**config.mk**
```make
export PLATFORM = sky130hd
export DESIGN_NAME = traffic_phase_sequencer
export DESIGN_NICKNAME = d
export VERILOG_FILES = /design/src/rtl/traffic_phase_sequencer.sv
export SDC_FILE = /design/constraint.sdc
export NUM_CORES = 1
export LEC_CHECK = 0
export CAP_MARGIN = 30
export CORE_MARGIN = 2
export CORE_UTILIZATION = 47
export DETAILED_ROUTE_END_ITERATION = 8
export GPL_TIMING_DRIVEN = 0
export HOLD_SLACK_MARGIN = 0.12
export PLACE_DENSITY = 0.75
export SLEW_MARGIN = 20
export SYNTH_ARGS = -nofsm -noshare
export SYNTH_HDL_FRONTEND = slang
export SYNTH_SLANG_ARGS = --single-unit
```
**constraint.sdc**
```tcl
create_clock -name clk -period 2.25 [get_ports clk]
set_clock_uncertainty 0.2 [all_clocks]
set_input_delay 0.45 -clock clk [delete_from_list [all_inputs] [get_ports clk]]
set_output_delay 0.45 -clock clk [all_outputs]
set_load 0.02 [all_outputs]
```
**src/rtl/traffic_phase_sequencer.sv**
```systemverilog
// Parametrised main/side-road traffic phase sequencer with pedestrian service.
// Owns the phase FSM and tick counter and drives registered lamp and walk outputs.
module traffic_phase_sequencer #(
   parameter int unsigned CNT_W    = 6,
   parameter int unsigned MG_MIN_T = 15,
   parameter int unsigned Y_T      = 2,
   parameter int unsigned AR_T     = 2,
   parameter int unsigned SG_T     = 10,
   parameter int unsigned WALK_T   = 6
) (
   input  logic             clk,
   input  logic             rst_n,
   input  logic             tick,
   input  logic             ped_req,
   input  logic             side_sense,
   output logic [2:0]       main_light,
   output logic [2:0]       side_light,
   output logic             walk,
   output logic             walk_flash,
   output logic             ped_pending,
   output logic [CNT_W-1:0] phase_cnt,
   output logic             phase_done
);

   localparam longint unsigned CNT_RANGE = longint'(1) << CNT_W;

   if (WALK_T > SG_T || MG_MIN_T == 0 || Y_T == 0 || AR_T == 0 || SG_T == 0 ||
       WALK_T == 0 || longint'(MG_MIN_T) > CNT_RANGE || longint'(Y_T) > CNT_RANGE ||
       longint'(AR_T) > CNT_RANGE || longint'(SG_T) > CNT_RANGE) begin : g_param_err
      $error("traffic_phase_sequencer: illegal duration parameters");
   end

   localparam logic [CNT_W-1:0] CNT_MAX    = '1;
   localparam logic [CNT_W-1:0] MG_TERM    = CNT_W'(MG_MIN_T - 1);
   localparam logic [CNT_W-1:0] Y_TERM     = CNT_W'(Y_T - 1);
   localparam logic [CNT_W-1:0] AR_TERM    = CNT_W'(AR_T - 1);
   localparam logic [CNT_W-1:0] SG_TERM    = CNT_W'(SG_T - 1);
   localparam logic [CNT_W:0]   WALK_LIM   = (CNT_W+1)'(WALK_T);
   localparam logic             WALK_PAR   = 1'(WALK_T % 2);
   localparam logic [2:0]       LAMP_RED   = 3'b100;
   localparam logic [2:0]       LAMP_YEL   = 3'b010;
   localparam logic [2:0]       LAMP_GRN   = 3'b001;

   typedef enum logic [2:0] {ST_MG, ST_MY, ST_AR1, ST_SG, ST_SY, ST_AR2} state_t;

   state_t           state, state_d;
   logic             served, served_d;
   logic             xfer;
   logic [CNT_W-1:0] cnt_d;
   logic             ped_d;
   logic             walk_d, flash_d;
   logic [2:0]       main_d, side_d;

   always_ff @(posedge clk or negedge rst_n) begin
      if (!rst_n) begin
         state       <= ST_MG;
         served      <= 1'b0;
         phase_cnt   <= '0;
         ped_pending <= 1'b0;
         phase_done  <= 1'b0;
         walk        <= 1'b0;
         walk_flash  <= 1'b0;
         main_light  <= LAMP_GRN;
         side_light  <= LAMP_RED;
      end else begin
         state       <= state_d;
         served      <= served_d;
         phase_cnt   <= cnt_d;
         ped_pending <= ped_d;
         phase_done  <= xfer;
         walk        <= walk_d;
         walk_flash  <= flash_d;
         main_light  <= main_d;
         side_light  <= side_d;
      end
   end

   always_comb begin
      state_d  = state;
      served_d = served;
      cnt_d    = phase_cnt;
      ped_d    = ped_pending;
      walk_d   = 1'b0;
      flash_d  = 1'b0;
      main_d   = LAMP_RED;
      side_d   = LAMP_RED;

      if (tick) begin
         unique case (state)
            ST_MG:  if (phase_cnt >= MG_TERM && (ped_pending || ped_req || side_sense))
                       state_d = ST_MY;
            ST_MY:  if (phase_cnt == Y_TERM)  state_d = ST_AR1;
            ST_AR1: if (phase_cnt == AR_TERM) state_d = ST_SG;
            ST_SG:  if (phase_cnt == SG_TERM) state_d = ST_SY;
            ST_SY:  if (phase_cnt == Y_TERM)  state_d = ST_AR2;
            ST_AR2: if (phase_cnt == AR_TERM) state_d = ST_MG;
            default: state_d = ST_MG;
         endcase
      end
      xfer = (state_d != state);

      // Counter saturates so an idle main green never wraps back below its minimum.
      if (xfer)
         cnt_d = '0;
      else if (tick && phase_cnt != CNT_MAX)
         cnt_d = phase_cnt + CNT_W'(1);

      // Entering side green serves the request; a press in that same cycle is absorbed.
      if (xfer && state == ST_AR1) begin
         ped_d    = 1'b0;
         served_d = ped_pending | ped_req;
      end else begin
         if (ped_req) ped_d = 1'b1;
         if (xfer && state == ST_SG) served_d = 1'b0;
      end

      if (state_d == ST_SG && served_d) begin
         if ({1'b0, cnt_d} < WALK_LIM) walk_d  = 1'b1;
         else                          flash_d = ~(cnt_d[0] ^ WALK_PAR);
      end

      unique case (state_d)
         ST_MG:   main_d = LAMP_GRN;
         ST_MY:   main_d = LAMP_YEL;
         ST_SG:   side_d = LAMP_GRN;
         ST_SY:   side_d = LAMP_YEL;
         default: ;
      endcase
   end

endmodule

```
After elaboration in Yosys (flattened, before gate mapping)
Index checks and enable logic that the tools add are counted.
Operators by class
  add/sub/neg operators: 1
  magnitude comparators: 2
  equal/unequal tests: 12
  multiplexer cells: 20
  bitwise logic cells: 2
  reduce and logical (&&, ||, !) cells: 10
Operator list (number)
  2-to-1 mux 3 bit: 7
  one-hot mux 3 bit (6 select lines): 1
  2-to-1 mux 6 bit: 2
  one-hot mux 3 bit (2 select lines): 2
  == test 3 x 2 -> 1 bit, second input constant: 3
  == test 3 bit, second input constant: 3
  2-to-1 mux 1 bit: 8
  adder 6 x 1 -> 6 bit, second input constant: 1
  == test 3 x 1 -> 1 bit, second input constant: 2
  == test 6 x 1 -> 1 bit, second input constant: 1
  == test 6 x 4 -> 1 bit, second input constant: 1
  greater-or-equal comparator 6 x 4 -> 1 bit, second input constant: 1
  zero test 3 bit: 2
  < comparator 6 x 3 -> 1 bit, second input constant: 1
  != test 6 bit, second input constant: 1
  logical AND 1 bit: 5
  != test 3 bit: 1
  logical OR 1 bit: 2
  nonzero test 2 bit: 1
  NOT 1 bit: 1
  bitwise OR 1 bit: 1
Storage, ports and cells
  register bits: 20
  bits of input ports: 5
  output and inout port bits: 16
  logic and storage cells: 56

Logic depth before layout (Yosys ltp)
Gate-level depths: netlist of the first run.
  depth after elaboration: 12
  gate-level depth with buffers: 8

Least setup slack after synthesis of the first run
OpenSTA, ideal clock, no wires.
  path kind: register to register
  start: reg phase_cnt[1]
  end: reg walk_flash
  library setup time: 100 ps
  data arrival time: 1983 ps
  required time: 1950 ps
  path slack: -33 ps
  cell stages (with the launch flop): 8
  buffers on the path: 0
  cells stage by stage: dfrtp_1 > inv_1 > ha_1 > or4b_4 > a221oi_2 > a2111oi_2 > a211oi_2 > nor4bb_1
On the way
  longest elaborated chain between the ends: 11
  elaborated cells between the ends (all ways): 28
Ends and longest elaborated chain
  start, declared: line 21  | output logic [CNT_W-1:0] phase_cnt,
  start signal, assigned: line 68  | phase_cnt <= cnt_d;
  branches (longest 10 deep; another with greater-or-equal comparator 6 x 4 -> 1 bit)
  2-to-1 mux 1 bit (*): line 117  | if (state_d == ST_SG && served_d) begin
  named net flash_d: line 51  | logic walk_d, flash_d;
  end signal, assigned: line 72  | walk_flash <= flash_d;
  end, declared: line 19  | output logic walk_flash,
Mark *: on every way through the listed nets, which the timed path passes.
A chain may end at the register's enable or synchronous reset.

Final worst setup path of the first run
Same ends and word-level chain as after synthesis.

==> results of run 1 <==
-- synth_stat cells (2+ instances only) --
library cell,count,area (sq um)
buf_2,3,15.01
a211oi_2,2,25.02
nand2b_1,4,25.02
o21ai_0,8,40.04
nand3_1,5,25.02
o21a_1,2,15.01
a31oi_1,3,18.77
buf_4,3,22.52
nor2_1,12,45.04
and3b_1,2,17.52
a21oi_1,8,40.04
inv_1,8,30.03
xnor2_1,3,26.28
dfstp_2,2,52.55
nor2b_1,3,18.77
nor3_1,2,10.01
ha_1,3,37.54
o211ai_1,2,15.01
nand2_1,5,18.77
dfrtp_1,18,450.4
-- kinds of logic (layout without fill, tap and decap cells) --
group                      Yosys count  count (layout)  synth area share [%]
AOI/OAI and AO/OA                   38              38                 22.53
xor gates and xnor gates             3               3                 2.161
DFF                                 20              20                 41.36
and+or+nand+nor                     44              44                 23.25
buffers and inverters               16              49                 6.789
muxes                                1               1                0.8231
adders and majority gates            3               3                 3.087
-- timing repair --
action                                  CTS  global route
endpoints found under the setup margin   11             9
buffers inserted                          6             3
hold buffers                              0             0
pin swaps                                 2             6
resized for setup                         1             8
-- path summary, 6_finish.rpt --
check,to,slack (ps),cells after the start
hold / removal,phase_cnt[0]$_DFF_PN0_,190,1
setup reg to reg,walk_flash$_DFF_PN0_,4,7
setup / recovery,walk_flash$_DFF_PN0_,4,7
min in group clk,served$_DFF_PN0_,330,2
hold reg to reg,served$_DFF_PN0_,330,2
max in group asynchronous,main_light[0]$_DFF_PN1_,1160,2
-- final cells by class --
| type | instances | share of cell area, % |
|---|---|---|
| Buffer | 7 | 3.012 |
| Clock buffer | 4 | 1.622 |
| Inverter | 8 | 1.853 |
| Multi-Input combinational cell | 89 | 41.93 |
| Sequential cell | 20 | 31.12 |
| Tap cell | 30 | 2.317 |
| Timing Repair Buffer | 30 | 18.15 |
-- sequential cells by signal, summed over array words and instances, names as in the netlist --
signal / count
walk_flash: 1
side_light: 3
served: 1
walk: 1
state: 3
phase_done: 1
ped_pending: 1
phase_cnt: 6
main_light: 3
-- routing by layer --
metal | routed length (um) | part of all wire (%) | vias to the layer above | track usage (%)
met5 | 0 | 0 | - | 0
met4 | 41 | 1.5 | 0 | 8.750
met3 | 131 | 4.7 | 5 | 3.825
met2 | 1348 | 48 | 32 | 29.17
met1 | 1282 | 46 | 510 | 29.55
li1 | - | - | 508 | -
-- power by group through the flow --
stage          Sequential, mW  Combinational (mW)  Clock (mW)
2_1_floorplan           0.728               0.764           0
3_3_place_gp            0.608                1.23           0
3_5_place_dp            0.612                1.25           0
4_1_cts                 0.598                1.36       0.183
5_1_grt                 0.614                1.60       0.202
6_report                0.598                1.48       0.179
-- worst max-delay path, delay by kind of cell, from the launching register on --
kind / cells / cell delay [ps]
buffers and inverters: 1 / 100
adder cells (fa/ha/maj): 1 / 130
AO/OA/AOI/OAI: 3 / 660
flip-flops: 1 / 450
AND/OR/NAND/NOR: 2 / 600
-- metrics by stage --
| step | instance area, sq um | setup slack [ps] | utilization [%] | cells | TNS [ps] |
|---|---|---|---|---|---|
| detailed placement | 1468 | -310.5 | 59.79 | 175 | -1559 |
| CTS | 1546 | 2.330 | 63.00 | 184 | 0 |
| global placement | 1468 | -265.3 | 59.79 | 175 | -1017 |
| global route | 1620 | -129.5 | 66.00 | 188 | -337.4 |
| floorplan | 1230 | 31.92 | - | 125 | 0 |
| finish | 1620 | 3.636 | 66.00 | 188 | 0 |
==> results.py, run 1 <==
metrics = {
    "outcome": {
        "status": "completed",
    },
    "synthesis": {
        "synthArstFlopShare_pct": 100.0,
        "ys_seq_area_share_pct": 41.36,
        "synth_edf_count": 0,
        "synth_area_per_cell_sq_um": 9.729,
        "ys_ff_latch": 20,
        "synthDistinctLibCells": 47,
        "synthFlopType": "dfrtp_1",
        "synth_area_sq_um": 1216,
        "synth_nets": 133,
        "syn_inst": 125,
        "yosysWarnings": 0,
    },
    "cells_and_area": {
        "num-nets-final": 167,
        "drive_above_1_share_pct": 24.68,
        "most-common-layout-cells": "clkdlybuf4s50_1, dfrtp_1, nor2_1",
        "regArea_sq_um": 504.2,
        "multi_input_area_sq_um": 679.4,
        "antenna_cells": 0,
        "fillers": 194,
        "mostFrequentLayoutCell": "clkdlybuf4s50_1",
        "area_delta_synth_final_pct": 33.23,
    },
    "place": {
        "place.gp.congestion": 0.8920,
        "port_buffers": 20,
        "dp_hpwl_um": 1804,
    },
    "routing": {
        "first_iter_violations": 42,
        "routedWlPerCell_um": 14.91,
        "ant_nets": 0,
        "routed_wl_um": 2803,
        "drc": 0,
        "avgViaCountPerCell": 5.612,
        "first_pass_iters": 4,
        "vias": 1055,
    },
    "worst_setup_path": {
        "slowest_stage": "or4b_4",
        "required_ps": 2250,
        "critical_path_class": "reg -> reg",
        "startpoint_type": "register",
        "cp-startpoint": "phase_cnt[1]$_DFF_PN0_",
        "cp-end-kind": "register",
        "arrival_ps": 2240,
        "crit_path_cell_trace": "inv_1 -> ha_4 -> or4b_4 -> a221oi_4 -> a2111oi_4 -> a211oi_2 -> nor4bb_1",
        "cp_max_fo": 3,
        "cpPeakStageDelay_ps": 500,
        "r2r-start": "phase_cnt[1]$_DFF_PN0_",
    },
    "power_and_ir_drop": {
        "p_per_area_nw_per_um2": 1395,
        "p_sw_uw": 981.0,
        "leakagePower_nw": 0.6684,
        "irDropWorstVdd_v": 0.001012,
        "p_comb_share_pct": 65.6,
        "switching_share_pct": 43.40,
        "report.power.total_mw": 2.260,
        "seq_power_share_pct": 26.4,
        "power_frac_clock_pct": 7.9,
        "internal_power_mw": 1.279,
    },
    "run": {
        "cap_viol_max_count": 0,
    },
    "die": {
        "coreArea_sq_um": 2455,
        "rows": 18,
        "initial_core_util_pct": 49.54,
        "num_io_pins": 21,
        "die_area_sq_um": 3011,
        "die_w_um": 54.87,
        "die_y_um": 54.87,
    },
    "sta": {
        "fin_hold_ws_ps": 188.0,
        "hold_viol_final": 0,
        "post-route-period-util_pct": 99.84,
        "min_period_ps": 2246,
        "finalMaxSlewViolations": 0,
        "relSlewSlack_pct": 71.73,
        "rsz0062_at_grt": "true",
        "max_freq_ghz": 0.4452,
        "final-setup-viol-count": 0,
        "tightest_slew_ps": 424.0,
    },
    "clocking": {
        "clkSlewWorstSetupHoldPaths_ps": 120,
        "cts-htree-levels": 1,
        "cts.root.buffer_cell": "clkbuf_4",
        "cts_buffer_depth": 2,
        "clock-sinks": 20,
        "tritoncts": "yes",
        "clk_latency_ps": 310,
        "cts_made_buffers": 3,
    },
    "grt": {
        "grt_usage_pct": 20.34,
        "grt_pass1_wl_um": 4222,
        "grt_max_degree": 21,
        "grt_overflow": 0,
        "grt_pass1_vias": 897,
        "grt_antenna_before_repair": 0,
    },
    "hold_path": {
        "hold_class": "in -> async",
    },
}
Power figures use the tool's default switching activity.
==> inputs of run 2 (changes only) <==
--- a/config.mk
+++ b/config.mk
@@ -9,7 +9,7 @@
 export CORE_MARGIN = 2
 export CORE_UTILIZATION = 47
 export DETAILED_ROUTE_END_ITERATION = 8
-export GPL_TIMING_DRIVEN = 0
+export GPL_ROUTABILITY_DRIVEN = 0
 export HOLD_SLACK_MARGIN = 0.12
 export PLACE_DENSITY = 0.75
 export SLEW_MARGIN = 20
==> results.py, run 2 (synthesis gave the netlist of run 1 again) <==
metrics = {
    "cells_and_area": {
        "top_register": "phase_cnt",
        "num-nets-final": 171,
        "drive_above_1_share_pct": 30.25,
        "fin_util_pct": 67.89,
        "largest_register_ffs": 6,
        "antenna_cells": 0,
        "area_delta_synth_final_pct": 37.04,
        "most-common-layout-cells": "clkdlybuf4s50_1, buf_4, dfrtp_1",
    },
    "clocking": {
        "cts_hold_buf": 0,
        "cts.root.buffer_cell": "clkbuf_4",
        "clk_latency_ps": 310,
        "cts_made_buffers": 3,
        "clkSlewWorstSetupHoldPaths_ps": 120,
        "cts_buffer_depth": 2,
        "cts-htree-levels": 1,
        "clock-sinks": 20,
        "tritoncts": "yes",
    },
    "power_and_ir_drop": {
        "seq_power_share_pct": 26.3,
        "p_sw_mw": 1.005,
        "p_per_area_nw_per_um2": 1397,
        "internal_power_mw": 1.323,
        "p_comb_share_pct": 64.5,
        "report.power.total_mw": 2.328,
        "switching_share_pct": 43.18,
        "leakagePower_nw": 0.6920,
        "irDropWorstVdd_v": 0.001015,
        "power_frac_clock_pct": 9.2,
    },
    "routing": {
        "avgViaCountPerCell": 5.604,
        "routed_wl_um": 2809,
        "routedWlPerCell_um": 14.63,
        "first_pass_iters": 4,
        "drc": 0,
        "ant_nets": 0,
        "vias": 1076,
        "first_iter_violations": 21,
    },
    "die": {
        "initial_core_util_pct": 49.54,
        "die_y_um": 54.87,
        "die_area_sq_um": 3011,
        "num_io_pins": 21,
        "die_w_um": 54.87,
        "rows": 18,
        "coreArea_sq_um": 2455,
    },
    "worst_setup_path": {
        "required_ps": 2250,
        "startpoint_type": "register",
        "arrival_ps": 2240,
        "cp_max_fo": 7,
        "critical_path_class": "reg -> reg",
        "cp-end-kind": "register",
    },
    "sta": {
        "rsz0062_at_grt": "true",
        "tightest_slew_ps": 418.5,
        "max_freq_ghz": 0.4460,
        "hold_viol_final": 0,
        "finalMaxSlewViolations": 0,
        "relSlewSlack_pct": 72.10,
        "min_period_ps": 2242,
        "final-setup-viol-count": 0,
        "post-route-period-util_pct": 99.64,
    },
    "grt": {
        "grt_usage_pct": 20.53,
        "grt_pass1_wl_um": 4340,
        "grt_max_degree": 21,
        "grt_overflow": 0,
        "grt_antenna_before_repair": 0,
        "grt_pass1_vias": 972,
    },
    "outcome": {
        "status": "completed",
    },
    "place": {
        "dp_hpwl_um": 2001,
        "port_buffers": 20,
    },
    "hold_path": {
        "hold_class": "in -> async",
    },
    "run": {
        "cap_viol_max_count": 0,
    },
}
[run 2: cell types whose count changed in the layout (fill, tap and decap cells not counted), sizes merged]
cell and delta:
buf +4
[run 2: power groups by stage]
stage	Combinational, mW	Clock (mW)	Sequential (mW)
after floorplan	0.764	0	0.728
after global placement	1.34	0	0.605
after detailed placement	1.38	0	0.606
after CTS	1.46	0.223	0.610
after global routing	1.62	0.235	0.626
final	1.50	0.213	0.613
[run 2: through the flow]
| stage | worst slack (ps) | setup TNS, ps | cell area, sq um | hold slack (ps) | std cells |
|---|---|---|---|---|---|
| 3_3_place_gp | -88.51 | -620.1 | 1550 | 294.4 | 185 |
| 3_5_place_dp | -169.0 | -1224 | 1550 | 298.8 | 185 |
| 2_1_floorplan | 31.92 | 0 | 1230 | -45.59 | 125 |
| 5_1_grt | -89.56 | -447.2 | 1667 | 290.3 | 192 |
| 6_report | 8.055 | 0 | 1667 | 256.0 | 192 |
| 4_1_cts | 5.015 | 0 | 1640 | 260.0 | 191 |
[run 2: path summary, 6_finish.rpt]
kind	end	slack, ps	depth (start not counted)	from
hold / removal	phase_cnt[1]$_DFF_PN0_	260	2	rst_n
min in group clk	served$_DFF_PN0_	340	2	served$_DFF_PN0_
setup / recovery	phase_cnt[1]$_DFF_PN0_	8	8	phase_cnt[1]$_DFF_PN0_
setup reg to reg	phase_cnt[1]$_DFF_PN0_	8	8	phase_cnt[1]$_DFF_PN0_
hold reg to reg	served$_DFF_PN0_	340	2	served$_DFF_PN0_
max in group asynchronous	main_light[0]$_DFF_PN1_	1320	2	rst_n
[run 2: critical path, cell delays in order (launching register included)]
cell       delay, ps
dfrtp_2          430
inv_2             60
ha_4             130
or4b_4           510
nor4_4           290
a2111oi_4         80
buf_4            170
nor2_4           190
nor2_1            80
[run 2: cell type report]
| class | count | area [sq um] |
|---|---|---|
| Inverter | 8 | 30.03 |
| Timing Repair Buffer | 41 | 361.6 |
| Multi-Input combinational cell | 89 | 695.7 |
| Sequential cell | 20 | 505.5 |
| Fill cell | 186 | 788.3 |
| Clock buffer | 4 | 36.28 |
| Tap cell | 30 | 37.54 |
[run 2: metal layers]
layer  GRT usage, %  vias to the layer above  routed length, um
li1               -                      523                  -
met5              0                        -                  0
met4          11.67                        0                 48
met3          1.913                        8                110
met1          27.30                      516               1245
met2          32.34                       29               1404
[run 2: what timing repair did]
item	in CTS	in global routing
setup buffers	2	1
cloned	0	0
pin swaps	2	4
setup endpoints to repair	11	12
gates resized for setup	8	7
==> inputs of run 3 (changes only) <==
--- a/config.mk
+++ b/config.mk
@@ -8,6 +8,7 @@
 export CAP_MARGIN = 30
 export CORE_MARGIN = 2
 export CORE_UTILIZATION = 47
+export CTS_CLUSTER_SIZE = 28
 export DETAILED_ROUTE_END_ITERATION = 8
 export GPL_ROUTABILITY_DRIVEN = 0
 export HOLD_SLACK_MARGIN = 0.12
==> constraint.sdc (replaced) <==
create_clock -name clk -period 2.25 [get_ports clk]
set_clock_uncertainty 0.2 [all_clocks]
set_input_delay 0.45 -clock clk [delete_from_list [all_inputs] [get_ports clk]]
set_output_delay 0.45 -clock clk [all_outputs]
set_load 0.005 [all_outputs]
==> results.py, run 3 (synthesis gave the netlist of run 1 again) <==
metrics = {
    "grt": {
        "grt_antenna_before_repair": 0,
        "grt_pass1_vias": 1014,
        "grt_max_degree": 21,
        "grtUsageMet3_pct": 3.552,
        "grt.busiest_layer": "met2",
        "met1_usage_pct": 28.35,
        "grt_usage_pct": 20.98,
        "grt_overflow": 0,
        "use_met2_pct": 33.13,
        "grt_pass1_wl_um": 4436,
    },
    "clocking": {
        "tritoncts": "yes",
        "clock-sinks": 20,
        "cts-htree-levels": 1,
        "cts_buffer_depth": 2,
        "clk_latency_ps": 290,
        "clkSlewWorstSetupHoldPaths_ps": 110,
        "cts_made_buffers": 3,
        "cts.root.buffer_cell": "clkbuf_4",
    },
    "power_and_ir_drop": {
        "switching_share_pct": 39.02,
        "report.power.total_mw": 2.183,
        "internal_power_mw": 1.331,
        "irDropWorstVdd_v": 0.0008492,
        "power_frac_clock_pct": 7.9,
        "p_per_area_nw_per_um2": 1315,
        "p_comb_share_pct": 64.7,
        "seq_power_share_pct": 27.4,
        "p_sw_uw": 851.7,
        "leakagePower_nw": 0.7035,
    },
    "cells_and_area": {
        "drive_above_1_share_pct": 28.74,
        "multi_input_area_sq_um": 650.6,
        "area_delta_synth_final_pct": 36.42,
        "fillers": 198,
        "largest_register_ffs": 6,
        "num-nets-final": 176,
        "most-common-layout-cells": "buf_4, clkdlybuf4s50_1, dfrtp_1",
        "regArea_sq_um": 503.0,
        "top_register": "phase_cnt",
        "fin_util_pct": 67.58,
        "mostFrequentLayoutCell": "buf_4",
        "antenna_cells": 0,
        "fin_cells": 197,
    },
    "routing": {
        "vias": 1103,
        "drc": 0,
        "first_iter_violations": 45,
        "routed_wl_um": 2797,
        "routedWlPerCell_um": 14.20,
        "avgViaCountPerCell": 5.599,
        "first_pass_iters": 4,
        "ant_nets": 0,
    },
    "die": {
        "rows": 18,
        "num_io_pins": 21,
        "die_w_um": 54.87,
        "initial_core_util_pct": 49.54,
        "die_area_sq_um": 3011,
        "coreArea_sq_um": 2455,
        "die_y_um": 54.87,
    },
    "worst_setup_path": {
        "r2r_setup_slack_ps": -90,
        "required_ps": 2250,
        "arrival_ps": 2340,
        "cp-end-kind": "register",
        "startpoint_type": "register",
        "ff2ff_path_depth": 8,
        "critical_path_class": "reg -> reg",
        "cp_max_fo": 3,
        "r2r_end": "walk$_DFF_PN0_",
        "r2r-start": "phase_cnt[1]$_DFF_PN0_",
    },
    "sta": {
        "tightest_slew_ps": 443.7,
        "rsz0062_at_grt": "true",
        "relSlewSlack_pct": 70.11,
        "hold_viol_final": 0,
        "min_period_ps": 2339,
        "final-setup-viol-count": 4,
        "timing.final.ws_setup_ps": -88.54,
        "post-route-period-util_pct": 103.9,
        "finalMaxSlewViolations": 0,
        "max_freq_ghz": 0.4276,
    },
    "outcome": {
        "status": "complete, but fails checks",
        "violations": "setup timing",
    },
    "place": {
        "place_inst": 191,
        "port_buffers": 20,
        "dp_hpwl_um": 2010,
    },
    "hold_path": {
        "hold_class": "in -> async",
    },
    "run": {
        "cap_viol_max_count": 0,
    },
}
run 3: cell types whose count changed in the layout (fill, tap and decap cells not counted), sizes merged:
cell  previous run  this run
buf             21        26
run 3: power groups by stage:
stage	Combinational (mW)	Sequential, mW	Clock [mW]
finish	1.41	0.598	0.171
global route	1.53	0.615	0.194
CTS	1.39	0.597	0.181
detailed placement	1.32	0.602	0
global placement	1.29	0.596	0
floorplan	0.747	0.605	0
run 3: worst max path at each step:
stage                                       from                 endpoint  depth (start not counted)
after CTS                 phase_cnt[1]$_DFF_PN0_     walk_flash$_DFF_PN0_                          8
final                     phase_cnt[1]$_DFF_PN0_           walk$_DFF_PN0_                          8
after floorplan           phase_cnt[1]$_DFF_PN0_     walk_flash$_DFF_PN0_                          7
after global routing      phase_cnt[1]$_DFF_PN0_           walk$_DFF_PN0_                          8
after detailed placement                 ped_req     walk_flash$_DFF_PN0_                          7
after global placement                      tick  side_light[2]$_DFF_PN1_                          6
run 3: final cells by class:
type | instances | area share [%]
multi-input cells | 89 | 39.22
flip-flops and latches | 20 | 30.32
repair buffers | 46 | 24.81
well taps | 30 | 2.262
inverters | 8 | 1.810
clock buffers | 4 | 1.584
run 3: stage by stage:
step,setup WS (ps),setup TNS [ps],hold WS [ps],cell area (sq um)
2_1_floorplan,82.66,0,-45.59,1216
3_3_place_gp,-31.79,-66.40,291.6,1594
3_5_place_dp,-103.4,-225.5,309.8,1594
4_1_cts,-52.92,-114.1,272.7,1650
5_1_grt,-167.6,-764.4,310.6,1659
6_report,-88.54,-210.6,275.4,1659
run 3: layer usage:
metal,vias up,part of all wire [%]
met5,-,0
li1,534,-
met2,34,52
met4,0,0.50
met3,2,3.9
met1,533,44
run 3: critical path: stages, from the launching register on:
cell and delay [ps]:
dfrtp_1 390, inv_1 60, ha_2 170, or4b_4 500, a221oi_2 260, a2111oi_2 100, buf_4 170, o22ai_2 160
nor3b_1 240
run 3: timing repair:
action	in CTS	in global routing
gates resized for setup	3	4
pin swaps	2	2
endpoints found under the hold margin	0	0
setup buffers	2	0
setup endpoints to repair	4	12
hold buffers	0	0
==> variant, RTL diff (settings of run 1) <==
Register the inputs `tick`, `ped_req` and `side_sense` before use, cleared by the reset. The logic sees them one clock later. Comments in the files are not updated.
--- a/src/rtl/traffic_phase_sequencer.sv
+++ b/src/rtl/traffic_phase_sequencer.sv
@@ -24,4 +24,20 @@
 
    localparam longint unsigned CNT_RANGE = longint'(1) << CNT_W;
+
+   logic tick_q;
+   logic ped_req_q;
+   logic side_sense_q;
+
+   always_ff @(posedge clk or negedge rst_n) begin
+      if (!rst_n) begin
+         tick_q       <= '0;
+         ped_req_q    <= '0;
+         side_sense_q <= '0;
+      end else begin
+         tick_q       <= tick;
+         ped_req_q    <= ped_req;
+         side_sense_q <= side_sense;
+      end
+   end
 
    if (WALK_T > SG_T || MG_MIN_T == 0 || Y_T == 0 || AR_T == 0 || SG_T == 0 ||
@@ -86,7 +102,7 @@
       side_d   = LAMP_RED;
 
-      if (tick) begin
+      if (tick_q) begin
          unique case (state)
-            ST_MG:  if (phase_cnt >= MG_TERM && (ped_pending || ped_req || side_sense))
+            ST_MG:  if (phase_cnt >= MG_TERM && (ped_pending || ped_req_q || side_sense_q))
                        state_d = ST_MY;
             ST_MY:  if (phase_cnt == Y_TERM)  state_d = ST_AR1;
@@ -103,5 +119,5 @@
       if (xfer)
          cnt_d = '0;
-      else if (tick && phase_cnt != CNT_MAX)
+      else if (tick_q && phase_cnt != CNT_MAX)
          cnt_d = phase_cnt + CNT_W'(1);
 
@@ -109,7 +125,7 @@
       if (xfer && state == ST_AR1) begin
          ped_d    = 1'b0;
-         served_d = ped_pending | ped_req;
+         served_d = ped_pending | ped_req_q;
       end else begin
-         if (ped_req) ped_d = 1'b1;
+         if (ped_req_q) ped_d = 1'b1;
          if (xfer && state == ST_SG) served_d = 1'b0;
       end
Function: changed (Yosys sat finds a counterexample within 4 cycles, from zero or initial values and one cycle with rst_n low).
==> variant against run 1 <==
Routed wire length grew 0.86%; maximum frequency rose by 3.2%; critical path depth unchanged; sequential cell count rose by 3; synthesized area rose by 11%; sequential power rose by 7.5%; setup slack improved by 0.070 ns; design area is 4.4% higher; count of clock-buffer cells in the layout shrank 1; power is 6.2% higher; hold slack better by 0.022 ns; critical path type unchanged; critical endpoint unchanged; largest cell class unchanged; largest power group unchanged; highest routed layer unchanged.
==> variant: results (changes against run 1) <==
status: "finished, final reports clean"
antenna_cells: 0  # unchanged
ys_async_sr_fraction: 1.00  # unchanged
critPathTopFamily: "compound AO/OA/AOI/OAI gates"
synthMuxAreaShare: 0.00744  # -0.000789
holdCritPathClass: "in2async"
critPathSlowestCell: "a2111o_1"
fill_cells: 229  # +18%
rrSetupSlack_ns: 0.07  # +0.07 ns
clock_latency_ns: 0.31  # about the same
leakage_nw: 0.711  # +6.4%
hold-worst-slack_ns: 0.210  # +0.0223 ns
place_area_um2: 1600  # +9.0%
ctsHtreeMaxLevel: 1  # unchanged
dr.pass1.iters: 4  # unchanged
rr_startpoint: "phase_cnt[1]"
antenna_found_initial: 0  # unchanged
cts_made_buffers: 3  # unchanged
synth_xor_area_frac: 0.0260  # +0.00444
vdd_drop_max_mv: 0.844  # -17%
crit_fanout: 5  # +2
syn_nets: 135  # +1.5%
cts.clk_slew.worst_paths_ns: 0.13
slew_headroom: 0.706  # -0.0110
grtUsageTotal: 0.184  # -0.0199
power_switching_mw: 1.03  # +5.3%
layout.nets: 166  # -0.60%
portBuffers: 20  # unchanged
synth_compound_area_frac: 0.190  # -0.0355
yosysUniqueCellTypes: 53  # +13%
yosysMostFrequentCell: "dfrtp_1"
place_hpwl_mm: 2.04  # +13%
grt_start_max_net_pins: 16  # -24%
rr_worst_depth: 7  # unchanged
place.gp.congestion: 0.861  # -3.5%
cp_slowest_stage_delay_ns: 0.44  # -0.06 ns
grt_pass1_wl_mm: 4.71  # +11%
dr_total_vias: 1064  # +0.85%
drive_above_1_share: 0.261  # +0.0143
finalWirelength_mm: 2.83  # +0.86%
r2r_end: "walk_flash"
yosys-top-cells-count: "21 x dfrtp_1, 8 x nor2_1"
drc: 0  # unchanged
ys_warn_count: 0  # unchanged
drtIter0Drc: 14  # -67%
yosysSeqAreaShare: 0.430  # +0.0162
cts-root-buf: "clkbuf_4"
worstPathArrival_ns: 2.24  # about the same
synth_area_leaders: "dfrtp_1 39%, buf_6 5.0%, dfstp_2 3.9%, ha_1 2.8%, nand4_1 2.3%"
synth_adder_area_share: 0.0279  # -0.00296
-- variant: cell count changes after synthesis, moves of 2 or more --
| cell | delta |
|---|---|
| nand3b_1 | +2 |
| nand2b_1 | -3 |
| and4_1 | +2 |
| nor2_1 | -4 |
| a21oi_1 | -2 |
| buf_6 | +5 |
| nor2_2 | +4 |
| o21ai_0 | -3 |
| dfrtp_1 | +3 |
| nand2_1 | -2 |
| inv_1 | -2 |
| a31oi_1 | -3 |
| nand4_1 | +5 |
-- variant: routing by layer --
| metal | vias to the layer above | track usage | share of wire |
|---|---|---|---|
| met4 | 0 | 0.0598 | 0.026 |
| met2 | 27 | 0.315 | 0.50 |
| li1 | 516 | - | - |
| met1 | 511 | 0.234 | 0.43 |
| met3 | 10 | 0.0317 | 0.046 |
| met5 | - | 0 | 0 |
-- variant: power groups by stage --
stage	registers [mW]	logic, mW	clock network [mW]
floorplan	0.779	0.872	0
global placement	0.654	1.37	0
detailed placement	0.662	1.40	0
CTS	0.656	1.41	0.198
global route	0.662	1.69	0.214
finish	0.643	1.56	0.195
-- variant: what timing repair did --
item,4_1_cts,5_1_grt
gates resized for setup,1,4
pin swaps,0,5
buffers inserted,0,5
hold buffers,0,0
setup endpoints to repair,6,12
-- variant: worst max path at each step --
stage                     depth (start not counted)          from           end  slack, ns
after floorplan                                   7  phase_cnt[1]  phase_cnt[3]        0.1
after detailed placement                          7  phase_cnt[1]  phase_cnt[4]      0.007
after CTS                                         7  phase_cnt[1]  phase_cnt[4]      0.003
final                                             7  phase_cnt[1]    walk_flash       0.07
after global placement                            7  phase_cnt[1]  phase_cnt[4]       0.03
after global routing                              7  phase_cnt[1]  phase_cnt[4]     -0.007
-- variant: cell families after synthesis --
group | count (synthesis)
flip-flops | 23
AND/OR/NAND/NOR | 47
AO/OA/AOI/OAI | 31
adder cells (fa/ha/maj) | 3
XOR/XNOR | 4
buffers and inverters | 18
multiplexers | 1
-- variant: layout make-up --
class / instances / area (um^2) / area share
sequential: 23 / 579 / 0.342
inverter: 7 / 26.3 / 0.0155
multi-input combinational: 86 / 671 / 0.396
clock inverter: 1 / 5.00 / 0.00296
clock buffer: 3 / 22.5 / 0.0133
tap: 31 / 38.8 / 0.0229
timing repair buffer: 26 / 253 / 0.149
buffer: 11 / 96.3 / 0.0570
-- variant: per-stage QoR --
| stage | setup slack, ns | util | instances |
|---|---|---|---|
| final | 0.0739 | 0.619 | 188 |
| after global routing | -0.00729 | 0.619 | 188 |
| after CTS | 0.00303 | 0.595 | 183 |
| after detailed placement | 0.00666 | 0.585 | 179 |
| after global placement | 0.0257 | 0.579 | 178 |
| after floorplan | 0.0989 | - | 127 |
